## src/rtl/rvm_uart_rx_pkg.sv

```systemverilog
// Shared definitions for the UART receive path: FSM state encodings and the
// default bit period (10 ns clock, 3520 ns per bit).
// No logic; imported by rvm_uart_rx.
package rvm_uart_rx_pkg;

  localparam int RVM_UART_CYCLES_PER_BIT = 352;
  localparam int RVM_UART_DATA_BITS      = 8;

  typedef enum logic [1:0] {
    RVM_UART_RX_IDLE  = 2'd0,
    RVM_UART_RX_START = 2'd1,
    RVM_UART_RX_DATA  = 2'd2,
    RVM_UART_RX_STOP  = 2'd3
  } rx_state_t;

endpackage

```

## src/rtl/rvm_uart_rx_sync_2ff.sv

```systemverilog
// Generic two-flop synchroniser for asynchronous level inputs (uart rxd, sw, btn).
// Latency: 2 clk cycles from d to q. No backpressure; samples every cycle.
// Ports: clk, reset (async active-high, loads RESET_VAL), d (async in), q (synchronised out).
module rvm_sync_2ff #(
  parameter int   WIDTH     = 1,
  parameter logic RESET_VAL = 1'b0
) (
  input  logic             clk,
  input  logic             reset,
  input  logic [WIDTH-1:0] d,
  output logic [WIDTH-1:0] q
);

  logic [WIDTH-1:0] meta;

  always_ff @(posedge clk or posedge reset) begin
    if (reset) begin
      meta <= {WIDTH{RESET_VAL}};
      q    <= {WIDTH{RESET_VAL}};
    end else begin
      meta <= d;
      q    <= meta;
    end
  end

endmodule

```

## src/rtl/rvm_uart_rx.sv

```systemverilog
// 8N1 UART receiver (LSB first, idle high) into a single-entry holding register.
// Latency: byte valid CYCLES_PER_BIT/2 + 9*CYCLES_PER_BIT + 1 cycles after start-edge detect.
// Backpressure: rx_valid/rx_ready; a byte finishing while the register is full is dropped (overrun).
// Ports: clk, reset (async active-high), uart_rxd (async serial in), rx_data/rx_valid/rx_ready
//        (holding register handshake), rx_busy (not idle), frame_err/overrun (1-cycle pulses).
module rvm_uart_rx
  import rvm_uart_rx_pkg::*;
#(
  parameter int CYCLES_PER_BIT = RVM_UART_CYCLES_PER_BIT
) (
  input  logic       clk,
  input  logic       reset,
  input  logic       uart_rxd,
  output logic [7:0] rx_data,
  output logic       rx_valid,
  input  logic       rx_ready,
  output logic       rx_busy,
  output logic       frame_err,
  output logic       overrun
);

  localparam int            CW        = $clog2(CYCLES_PER_BIT);
  localparam logic [CW-1:0] HALF_LOAD = CW'(CYCLES_PER_BIT / 2 - 1);
  localparam logic [CW-1:0] FULL_LOAD = CW'(CYCLES_PER_BIT - 1);

  // ---------------------------------------------------------------------------
  // Input path: synchroniser, edge register, post-reset arming
  // ---------------------------------------------------------------------------
  logic       rxd_s;
  logic       rxd_prev;
  logic [1:0] settle_cnt;
  logic       armed;
  logic       fall_det;

  rvm_sync_2ff #(
    .WIDTH     (1),
    .RESET_VAL (1'b1)
  ) u_sync (
    .clk   (clk),
    .reset (reset),
    .d     (uart_rxd),
    .q     (rxd_s)
  );

  // The synchroniser and edge register reset to "idle high", so a line that is
  // already low when reset releases would otherwise look like a falling edge.
  // Edge detection is only armed once the synchroniser has flushed its reset
  // value and a genuine high level has been seen on the line.
  always_ff @(posedge clk or posedge reset) begin
    if (reset) begin
      rxd_prev   <= 1'b1;
      settle_cnt <= 2'd0;
      armed      <= 1'b0;
    end else begin
      rxd_prev <= rxd_s;
      if (settle_cnt != 2'd2) begin
        settle_cnt <= settle_cnt + 2'd1;
      end
      if ((settle_cnt == 2'd2) && rxd_s) begin
        armed <= 1'b1;
      end
    end
  end

  assign fall_det = armed & rxd_prev & ~rxd_s;

  // ---------------------------------------------------------------------------
  // Frame FSM
  // ---------------------------------------------------------------------------
  rx_state_t     state, state_nxt;
  logic [CW-1:0] cnt, cnt_nxt;
  logic [2:0]    bit_idx, bit_idx_nxt;
  logic [7:0]    shift, shift_nxt;
  logic          cnt_zero;
  logic          load_byte;
  logic          ferr_set;
  logic          ovr_set;

  assign cnt_zero = (cnt == '0);

  always_ff @(posedge clk or posedge reset) begin
    if (reset) begin
      state   <= RVM_UART_RX_IDLE;
      cnt     <= '0;
      bit_idx <= 3'd0;
      shift   <= 8'h00;
    end else begin
      state   <= state_nxt;
      cnt     <= cnt_nxt;
      bit_idx <= bit_idx_nxt;
      shift   <= shift_nxt;
    end
  end

  always_comb begin
    state_nxt   = state;
    cnt_nxt     = cnt_zero ? cnt : cnt - CW'(1);
    bit_idx_nxt = bit_idx;
    shift_nxt   = shift;
    load_byte   = 1'b0;
    ferr_set    = 1'b0;
    ovr_set     = 1'b0;

    unique case (state)
      RVM_UART_RX_IDLE: begin
        // Half-period load puts every later sample in the middle of its bit.
        if (fall_det) begin
          state_nxt = RVM_UART_RX_START;
          cnt_nxt   = HALF_LOAD;
        end
      end

      RVM_UART_RX_START: begin
        if (cnt_zero) begin
          if (rxd_s) begin
            state_nxt = RVM_UART_RX_IDLE;
          end else begin
            state_nxt   = RVM_UART_RX_DATA;
            cnt_nxt     = FULL_LOAD;
            bit_idx_nxt = 3'd0;
          end
        end
      end

      RVM_UART_RX_DATA: begin
        if (cnt_zero) begin
          // LSB arrives first, so shifting right leaves bit 0 in shift[0].
          shift_nxt   = {rxd_s, shift[7:1]};
          bit_idx_nxt = bit_idx + 3'd1;
          cnt_nxt     = FULL_LOAD;
          if (bit_idx == 3'd7) begin
            state_nxt = RVM_UART_RX_STOP;
          end
        end
      end

      RVM_UART_RX_STOP: begin
        if (cnt_zero) begin
          state_nxt = RVM_UART_RX_IDLE;
          if (rxd_s) begin
            if (!rx_valid || rx_ready) begin
              load_byte = 1'b1;
            end else begin
              ovr_set = 1'b1;
            end
          end else begin
            ferr_set = 1'b1;
          end
        end
      end

      default: begin
        state_nxt = RVM_UART_RX_IDLE;
      end
    endcase
  end

  assign rx_busy = (state != RVM_UART_RX_IDLE);

  // ---------------------------------------------------------------------------
  // Holding register and error pulses
  // ---------------------------------------------------------------------------
  always_ff @(posedge clk or posedge reset) begin
    if (reset) begin
      rx_data   <= 8'h00;
      rx_valid  <= 1'b0;
      frame_err <= 1'b0;
      overrun   <= 1'b0;
    end else begin
      frame_err <= ferr_set;
      overrun   <= ovr_set;
      // A load in the same cycle as a pop wins and keeps rx_valid high.
      if (load_byte) begin
        rx_data  <= shift;
        rx_valid <= 1'b1;
      end else if (rx_valid && rx_ready) begin
        rx_valid <= 1'b0;
      end
    end
  end

endmodule

```

## config.mk

```make
export PLATFORM = sky130hd
export DESIGN_NAME = rvm_uart_rx
export DESIGN_NICKNAME = d
export VERILOG_FILES = /design/src/rtl/rvm_uart_rx_pkg.sv /design/src/rtl/rvm_uart_rx_sync_2ff.sv /design/src/rtl/rvm_uart_rx.sv
export SDC_FILE = /design/constraint.sdc
export NUM_CORES = 1
export LEC_CHECK = 0
export ABC_AREA = 1
export CELL_PAD_IN_SITES_DETAIL_PLACEMENT = 1
export CELL_PAD_IN_SITES_GLOBAL_PLACEMENT = 1
export CORE_MARGIN = 5
export CORE_UTILIZATION = 47
export CTS_BUF_LIST = sky130_fd_sc_hd__clkbuf_8 sky130_fd_sc_hd__clkbuf_16
export CTS_CLUSTER_DIAMETER = 100
export CTS_CLUSTER_SIZE = 8
export DETAILED_ROUTE_END_ITERATION = 6
export GPL_ROUTABILITY_DRIVEN = 0
export PLACE_DENSITY_LB_ADDON = 0.1
export SYNTH_ARGS = -nofsm -noshare
export SYNTH_HDL_FRONTEND = slang
export SYNTH_SLANG_ARGS = --single-unit
```

## constraint.sdc

```tcl
create_clock -name clk -period 2.9 [get_ports clk]
set_input_delay 0.29 -clock clk [delete_from_list [all_inputs] [get_ports clk]]
set_output_delay 0.29 -clock clk [all_outputs]
set_load 0.02 [all_outputs]
```

==> results.rst, run 1 <==
.. list-table::
   :header-rows: 1

   * - Metric
     - Value
   * - Horizontal die dimension
     - 73.4 µm
   * - Latest clock arrival within the worst-skew pair
     - 290 ps
   * - Final Setup Violations
     - 0
   * - Synthesized-area fraction occupied by xor and xnor cells
     - 1.85%
   * - Least-Margin Pin Slew
     - 498 ps
   * - Final Total Pwr
     - 1.39 mW
   * - Leading cell types in the layout, fill and taps excluded
     - sky130_fd_sc_hd__nand2_1, sky130_fd_sc_hd__dfrtp_1, sky130_fd_sc_hd__inv_1
   * - Area of combinational cells with multiple inputs
     - 773 µm²
   * - Switching Fraction
     - 34.9%
   * - Leakage
     - 1.06 nW
   * - Kind of start point of the critical path
     - flip-flop
   * - Top-Level Pins
     - 16
   * - TritonCTS buffer count
     - 5
   * - Final wirelength
     - 3970 µm
   * - Number of buffers inserted to repair setup after CTS
     - 0
   * - Post-Synthesis Cell Area
     - 0.00189 mm²
   * - Detailed-routing iteration count for the pre-antenna-repair pass
     - 4
   * - Std-Cell Core Area
     - 0.00394 mm²
   * - Switching power of the nets
     - 485 µW
   * - DRC marker count from the first detailed-route iteration
     - 52
   * - Fraction of power consumed by combinational cells
     - 25.4%
   * - Largest net degree at the start of global routing
     - 40
   * - Sequential cell area
     - 980 µm²
   * - R2r setup slk
     - 910 ps
   * - HPWL reported at the end of detailed placement
     - 2930 µm
   * - Count of port buffers added during placement
     - 15
   * - Worst IR Drop VDD
     - 0.349 mV
   * - Post-CTS Hold Buffers
     - 0
   * - Effective utilization at floorplan
     - 48.0%
   * - Mean instance size in the synthesized netlist
     - 9.10 µm²
   * - Number of nets with antenna violations after detailed routing
     - 0
   * - Residual DRC
     - 0
   * - Most common cell after layout, fill and taps aside
     - sky130_fd_sc_hd__nand2_1
   * - Total die area
     - 0.00539 mm²
   * - Reported max-cap violation count
     - 0
   * - Post-synthesis compound-gate area fraction
     - 9.72%
   * - CP Data Arrival Time
     - 1730 ps
   * - Placement Rows
     - 23
   * - Overall track demand over capacity in global routing
     - 16.4%
   * - Inst Count DP
     - 269
   * - Share of synthesized cell area in and, or, nand and nor gates
     - 25.3%
   * - Final clock period utilization by the worst path
     - 69.7%
   * - Post-Syn Instances
     - 208
   * - Number of antenna violations at the first check in global routing
     - 0
   * - Max-slew headroom
     - 66.8%
   * - Average vias per placed instance
     - 5.07
   * - Global-route wire length before repair
     - 6840 µm
   * - Sequential area share after synthesis
     - 51.8%
   * - Critical path class
     - reg -> out
   * - Setup repair after global routing missed its margin
     - no
   * - Pwr dens
     - 643 mW/mm²
   * - Layout-stage area growth over the synthesis result
     - 14.4%
   * - Mapped Nets
     - 218
   * - Pins over their slew limit
     - 0
   * - Count of synthesis-stage warnings from yosys
     - 0
   * - Clock transition at the register clock pins on the worst setup and hold paths after CTS
     - 80 ps
   * - # resized after CTS
     - 0
   * - Die height
     - 73.4 µm
   * - Total number of H-tree levels
     - 2
   * - NumNets Final
     - 236
   * - Adder-cell share of the synthesized area
     - 3.97%
   * - Min-delay worst type
     - reg -> reg
   * - Final Hold Fails
     - 0
   * - Hold_ws
     - 359 ps
   * - Status
     - completed
   * - Maximum clock path buffer count
     - 2
   * - Fraction of synthesized area in multiplexers
     - 0%
   * - Combinational family with the most area after synthesis
     - simple AND/OR/NAND/NOR gates
   * - Count of inserted antenna diode cells
     - 0
   * - Power share of the clock group
     - 25.6%
   * - Clock tree root driver cell
     - sky130_fd_sc_hd__clkbuf_8
   * - Layout cell share with drive strength beyond 1
     - 14.5%
   * - Sequential cell fraction of total power
     - 49.0%
   * - Grt ovf
     - 0
   * - Vias in the first global route
     - 1557
   * - Internal power contribution
     - 906 µW
   * - Clock sinks
     - 39
   * - Setup_tns
     - 0 ps
   * - Highest clock rate
     - 495 MHz
   * - Shortest clock period the worst path allows after layout
     - 2020 ps
   * - Synth unique cells
     - 31
   * - Non-Filler Instances
     - 277
   * - Routed via count
     - 1404
   * - TritonCTS clock tree
     - yes
   * - WP data required
     - 2610 ps
   * - Routed len/inst
     - 14.3 µm
   * - Critical path fanouts, max
     - 9
   * - Sort of element at the end of the critical path
     - primary output
   * - Flop and latch count out of synthesis
     - 39
   * - Fillers
     - 458
   * - Final clock skew
     - 9.96 ps
==> synthesized netlist by cell type, drive strengths merged <==
library cell  number  area [µm²]
a21o               1        7.51
nor3               6        35.0
o21ai             23         145
nand3             19         108
o211ai             1        7.51
or2                1        6.26
dfrtp             36         901
ha                 6        75.1
nand4              3        33.8
inv               28         105
o221ai             1        8.76
nor2              13        75.1
xor2               1        8.76
xnor2              3        26.3
buf                5        33.8
a21oi              3        15.0
nand2             55         221
dfstp              3        78.8
==> cell families after synthesis <==
kind of cell,after synthesis
xor+xnor,4
compound gates,29
fa+ha+maj,6
buf+inv,33
simple gates,97
flops,39
==> through the flow <==
stage / util (%) / setup WS (ps) / instance area, µm²
2_1_floorplan: - / 1080 / 1890
3_3_place_gp: 52.7 / 1040 / 2080
3_5_place_dp: 52.7 / 913 / 2080
4_1_cts: 54.9 / 871 / 2160
5_1_grt: 54.9 / 746 / 2160
6_report: 54.9 / 879 / 2160
==> state kept, by name, summed over array words and instances (netlist names), named ones only <==
name         cells
rxd_prev         1
frame_err        1
u_sync.meta      1
overrun          1
u_sync.q         1
shift            8
cnt              9
rx_valid         1
rx_data          8
armed            1
settle_cnt       2
bit_idx          3
state            1
==> layer usage <==
layer,global-route usage (%),up-vias,share of wire [%]
li1,-,701,-
met2,28.1,15,51
met3,3.28,5,1.7
met1,19.8,683,46
met5,0,-,0
met4,6.84,0,1.6
==> worst max-delay path: stages, from the launching register on <==
cell	delay [ps]
sky130_fd_sc_hd__dfrtp_1	530
sky130_fd_sc_hd__inv_1	130
sky130_fd_sc_hd__nand2_1	160
sky130_fd_sc_hd__clkdlybuf4s50_1	620
==> power by group through the flow <==
stage                     Clock, mW  Sequential [mW]  Combinational (mW)
after floorplan                   0            0.658               0.295
after global placement            0            0.689               0.333
after detailed placement          0            0.694               0.357
after CTS                     0.368            0.683               0.359
after global routing          0.394            0.693               0.403
final                         0.356            0.682               0.354
==> final cells by class <==
| type | instances | area share (%) |
|---|---|---|
| Timing Repair Buffer | 16 | 7.29 |
| Sequential cell | 39 | 45.3 |
| Tap cell | 50 | 2.89 |
| Multi-Input combinational cell | 136 | 35.7 |
| Clock buffer | 5 | 3.18 |
| Inverter | 28 | 4.86 |
| Clock inverter | 3 | 0.752 |
==> worst paths after layout <==
| path | from | endpoint | cells past startpoint |
|---|---|---|---|
| max in group asynchronous | reset | rxd_prev | 3 |
| hold / removal | u_sync.meta | u_sync.q | 0 |
| min in group asynchronous | reset | rx_data[5] | 3 |
| hold reg to reg | u_sync.meta | u_sync.q | 0 |
| setup / recovery | state[0] | rx_busy | 3 |
| setup reg to reg | cnt[0] | cnt[0] | 10 |
Note: power is estimated with default switching activity, not from simulation.
==> inputs of run 2 (changes only) <==
--- a/config.mk
+++ b/config.mk
@@ -9,7 +9,7 @@
 export CELL_PAD_IN_SITES_DETAIL_PLACEMENT = 1
 export CELL_PAD_IN_SITES_GLOBAL_PLACEMENT = 1
 export CORE_MARGIN = 5
-export CORE_UTILIZATION = 47
+export CORE_UTILIZATION = 44
 export CTS_BUF_LIST = sky130_fd_sc_hd__clkbuf_8 sky130_fd_sc_hd__clkbuf_16
 export CTS_CLUSTER_DIAMETER = 100
 export CTS_CLUSTER_SIZE = 8
==> constraint.sdc (replaced) <==
create_clock -name clk -period 2 [get_ports clk]
set_input_delay 0.2 -clock clk [delete_from_list [all_inputs] [get_ports clk]]
set_output_delay 0.2 -clock clk [all_outputs]
set_load 0.02 [all_outputs]
==> results.rst, run 2 (synthesis gave the netlist of run 1 again) <==
.. list-table::
   :header-rows: 1

   * - Metric
     - Value
   * - Setup repair after global routing missed its margin
     - no (unchanged)
   * - Die height
     - 75.6 µm (was 73.4 µm)
   * - Overall track demand over capacity in global routing
     - 17.7% (was 16.4%)
   * - Worst Path Buf+Inv
     - 2 (unchanged)
   * - Final Setup Violations
     - 0 (unchanged)
   * - Layout cell share with drive strength beyond 1
     - 16.2% (was 14.5%)
   * - Residual DRC
     - 0 (unchanged)
   * - Vias in the first global route
     - 1588 (was 1557)
   * - Grt ovf
     - 0 (unchanged)
   * - Final Hold Fails
     - 0 (unchanged)
   * - TritonCTS buffer count
     - 5 (unchanged)
   * - Critical path fanouts, max
     - 7 (was 9)
   * - Clock sinks
     - 39 (unchanged)
   * - Largest delay share family, worst path
     - buffers and inverters (unchanged)
   * - Worst IR Drop VDD
     - 0.601 mV (was 0.349 mV)
   * - Final Total Pwr
     - 2.19 mW (was 1.39 mW)
   * - Final clock skew
     - 7.40 ps (was 9.96 ps)
   * - TritonCTS clock tree
     - yes (unchanged)
   * - Shortest clock period the worst path allows after layout
     - 1850 ps
   * - Total die area
     - 0.00571 mm² (was 0.00539 mm²)
   * - Effective utilization at floorplan
     - 46.3% (was 48.0%)
   * - Slowest CP cell
     - sky130_fd_sc_hd__clkdlybuf4s50_1 (unchanged)
   * - Cell-by-cell trace of the critical path
     - inv_2 -> nand2_1 -> clkdlybuf4s50_1 (was inv_1 -> nand2_1 -> clkdlybuf4s50_1)
   * - Pins over their slew limit
     - 0 (unchanged)
   * - CP Data Arrival Time
     - 1650 ps (was 1730 ps)
   * - DRC marker count from the first detailed-route iteration
     - 48 (was 52)
   * - Most common cell after layout, fill and taps aside
     - sky130_fd_sc_hd__nand2_1 (unchanged)
   * - Highest clock rate
     - 541 MHz
   * - Sort of element at the end of the critical path
     - primary output (unchanged)
   * - Placement Rows
     - 23 (unchanged)
   * - Status
     - completed (unchanged)
   * - Number of nets with antenna violations after detailed routing
     - 0 (unchanged)
   * - Area after detailed placement
     - 0.00209 mm² (was 0.00208 mm²)
   * - Count of inserted antenna diode cells
     - 0 (unchanged)
   * - Largest net degree at the start of global routing
     - 40 (unchanged)
   * - Latest clock arrival within the worst-skew pair
     - 300 ps (was 290 ps)
   * - WP data required
     - 1800 ps (was 2610 ps)
   * - Routed len/inst
     - 15.0 µm (was 14.3 µm)
   * - Regs by FF count
     - cnt (9), rx_data (8), shift (8) (unchanged)
   * - Critical path class
     - reg -> out (unchanged)
   * - Register bank with the most flops
     - cnt (unchanged)
   * - Clock tree root driver cell
     - sky130_fd_sc_hd__clkbuf_8 (unchanged)
   * - Final clock period utilization by the worst path
     - 92.4%
   * - Final core occ
     - 54.0% (was 54.9%)
   * - NumNets Final
     - 238 (was 236)
   * - Routed via count
     - 1455 (was 1404)
   * - Min-delay worst type
     - in -> reg (was reg -> reg)
   * - Clock transition at the register clock pins on the worst setup and hold paths after CTS
     - 80 ps (about the same)
   * - HPWL reported at the end of detailed placement
     - 3020 µm (was 2930 µm)
   * - Number of buffers inserted to repair setup after CTS
     - 0 (unchanged)
   * - Largest incremental delay on the critical path
     - 620 ps (about the same)
   * - Average vias per placed instance
     - 5.22 (was 5.07)
   * - Horizontal die dimension
     - 75.6 µm (was 73.4 µm)
   * - Least-Margin Pin Slew
     - 491 ps (was 498 ps)
   * - Layout-stage area growth over the synthesis result
     - 16.7% (was 14.4%)
   * - Setup_tns
     - 0 ps (unchanged)
   * - Final wirelength
     - 4180 µm (was 3970 µm)
   * - Final instance area
     - 0.00221 mm² (was 0.00216 mm²)
   * - Reported max-cap violation count
     - 0 (unchanged)
   * - Pwr dens
     - 990 mW/mm² (was 643 mW/mm²)
   * - Kind of start point of the critical path
     - flip-flop (unchanged)
   * - Top-Level Pins
     - 16 (unchanged)
   * - Leading cell types in the layout, fill and taps excluded
     - sky130_fd_sc_hd__nand2_1, sky130_fd_sc_hd__dfrtp_1, sky130_fd_sc_hd__inv_1 (unchanged)
   * - Total number of H-tree levels
     - 2 (unchanged)
   * - Hold_ws
     - 304 ps (was 359 ps)
   * - Count of port buffers added during placement
     - 15 (unchanged)
   * - Detailed-routing iteration count for the pre-antenna-repair pass
     - 4 (unchanged)
   * - Global-route wire length before repair
     - 7420 µm (was 6840 µm)
   * - Maximum clock path buffer count
     - 2 (unchanged)
   * - Leakage
     - 1.08 nW (was 1.06 nW)
   * - Number of antenna violations at the first check in global routing
     - 0 (unchanged)
   * - Max-slew headroom
     - 67.3% (was 66.8%)
   * - Std-Cell Core Area
     - 0.00409 mm² (was 0.00394 mm²)
   * - Largest register FFs
     - 9 (unchanged)
==> run 2: timing repair <==
| action | in CTS | in global routing |
|---|---|---|
| resized for setup | 0 | 1 |
| endpoints found under the setup margin | 0 | 1 |
| endpoints found under the hold margin | 0 | 0 |
| hold buffers | 0 | 0 |
==> run 2: area by class of cell <==
| type | instances | area [µm²] |
|---|---|---|
| Clock inverter | 3 | 43.8 |
| Inverter | 28 | 105 |
| Multi-Input combinational cell | 136 | 773 |
| Timing Repair Buffer | 18 | 173 |
| Fill cell | 490 | 1880 |
| Sequential cell | 39 | 981 |
| Tap cell | 50 | 62.6 |
| Clock buffer | 5 | 68.8 |
==> run 2: through the flow <==
stage	worst slack [ps]	cells
finish	152	279
global route	38.5	279
CTS	54.3	279
detailed placement	212	271
global placement	334	271
floorplan	178	208
==> run 2: worst register-to-register path: stages (launching register included) <==
cell                      delay [ps]
sky130_fd_sc_hd__dfrtp_1         410
sky130_fd_sc_hd__inv_1           110
sky130_fd_sc_hd__ha_1            220
sky130_fd_sc_hd__nand2_1          70
sky130_fd_sc_hd__nor2_1          130
sky130_fd_sc_hd__nand2_2          80
sky130_fd_sc_hd__ha_1            300
sky130_fd_sc_hd__inv_1            80
sky130_fd_sc_hd__o21ai_0          70
sky130_fd_sc_hd__a21oi_1         130
sky130_fd_sc_hd__a21oi_1          90
==> run 2: per-layer routing <==
metal | routed length (µm) | vias to the layer above | share of wire, % | global-route usage (%)
li1 | - | 705 | - | -
met1 | 1860 | 720 | 45 | 21.3
met2 | 2090 | 22 | 50 | 29.5
met3 | 143 | 8 | 3.4 | 5.54
met4 | 87 | 0 | 2.1 | 6.80
met5 | 0 | - | 0 | 0
==> run 2: worst paths after layout <==
kind / end / depth (start not counted) / slack (ps) / from
worst max-delay path: rx_busy / 3 / 150 / flip-flop
worst max register to register: cnt[0] / 10 / 200 / cnt[0]
max in group asynchronous: rxd_prev / 3 / 1310 / reset
worst min-delay path: u_sync.meta / 1 / 300 / uart_rxd
worst min register to register: u_sync.q / 0 / 360 / u_sync.meta
min in group asynchronous: cnt[1] / 3 / 330 / reset
==> run 2: power breakdown <==
group | leakage, nW | internal (mW) | switching (mW) | total, mW
Clock | 0.0581 | 0.372 | 0.302 | 0.674
Sequential | 0.499 | 0.879 | 0.111 | 0.990
Combinational | 0.527 | 0.200 | 0.322 | 0.521
Total | 1.08 | 1.45 | 0.734 | 2.19
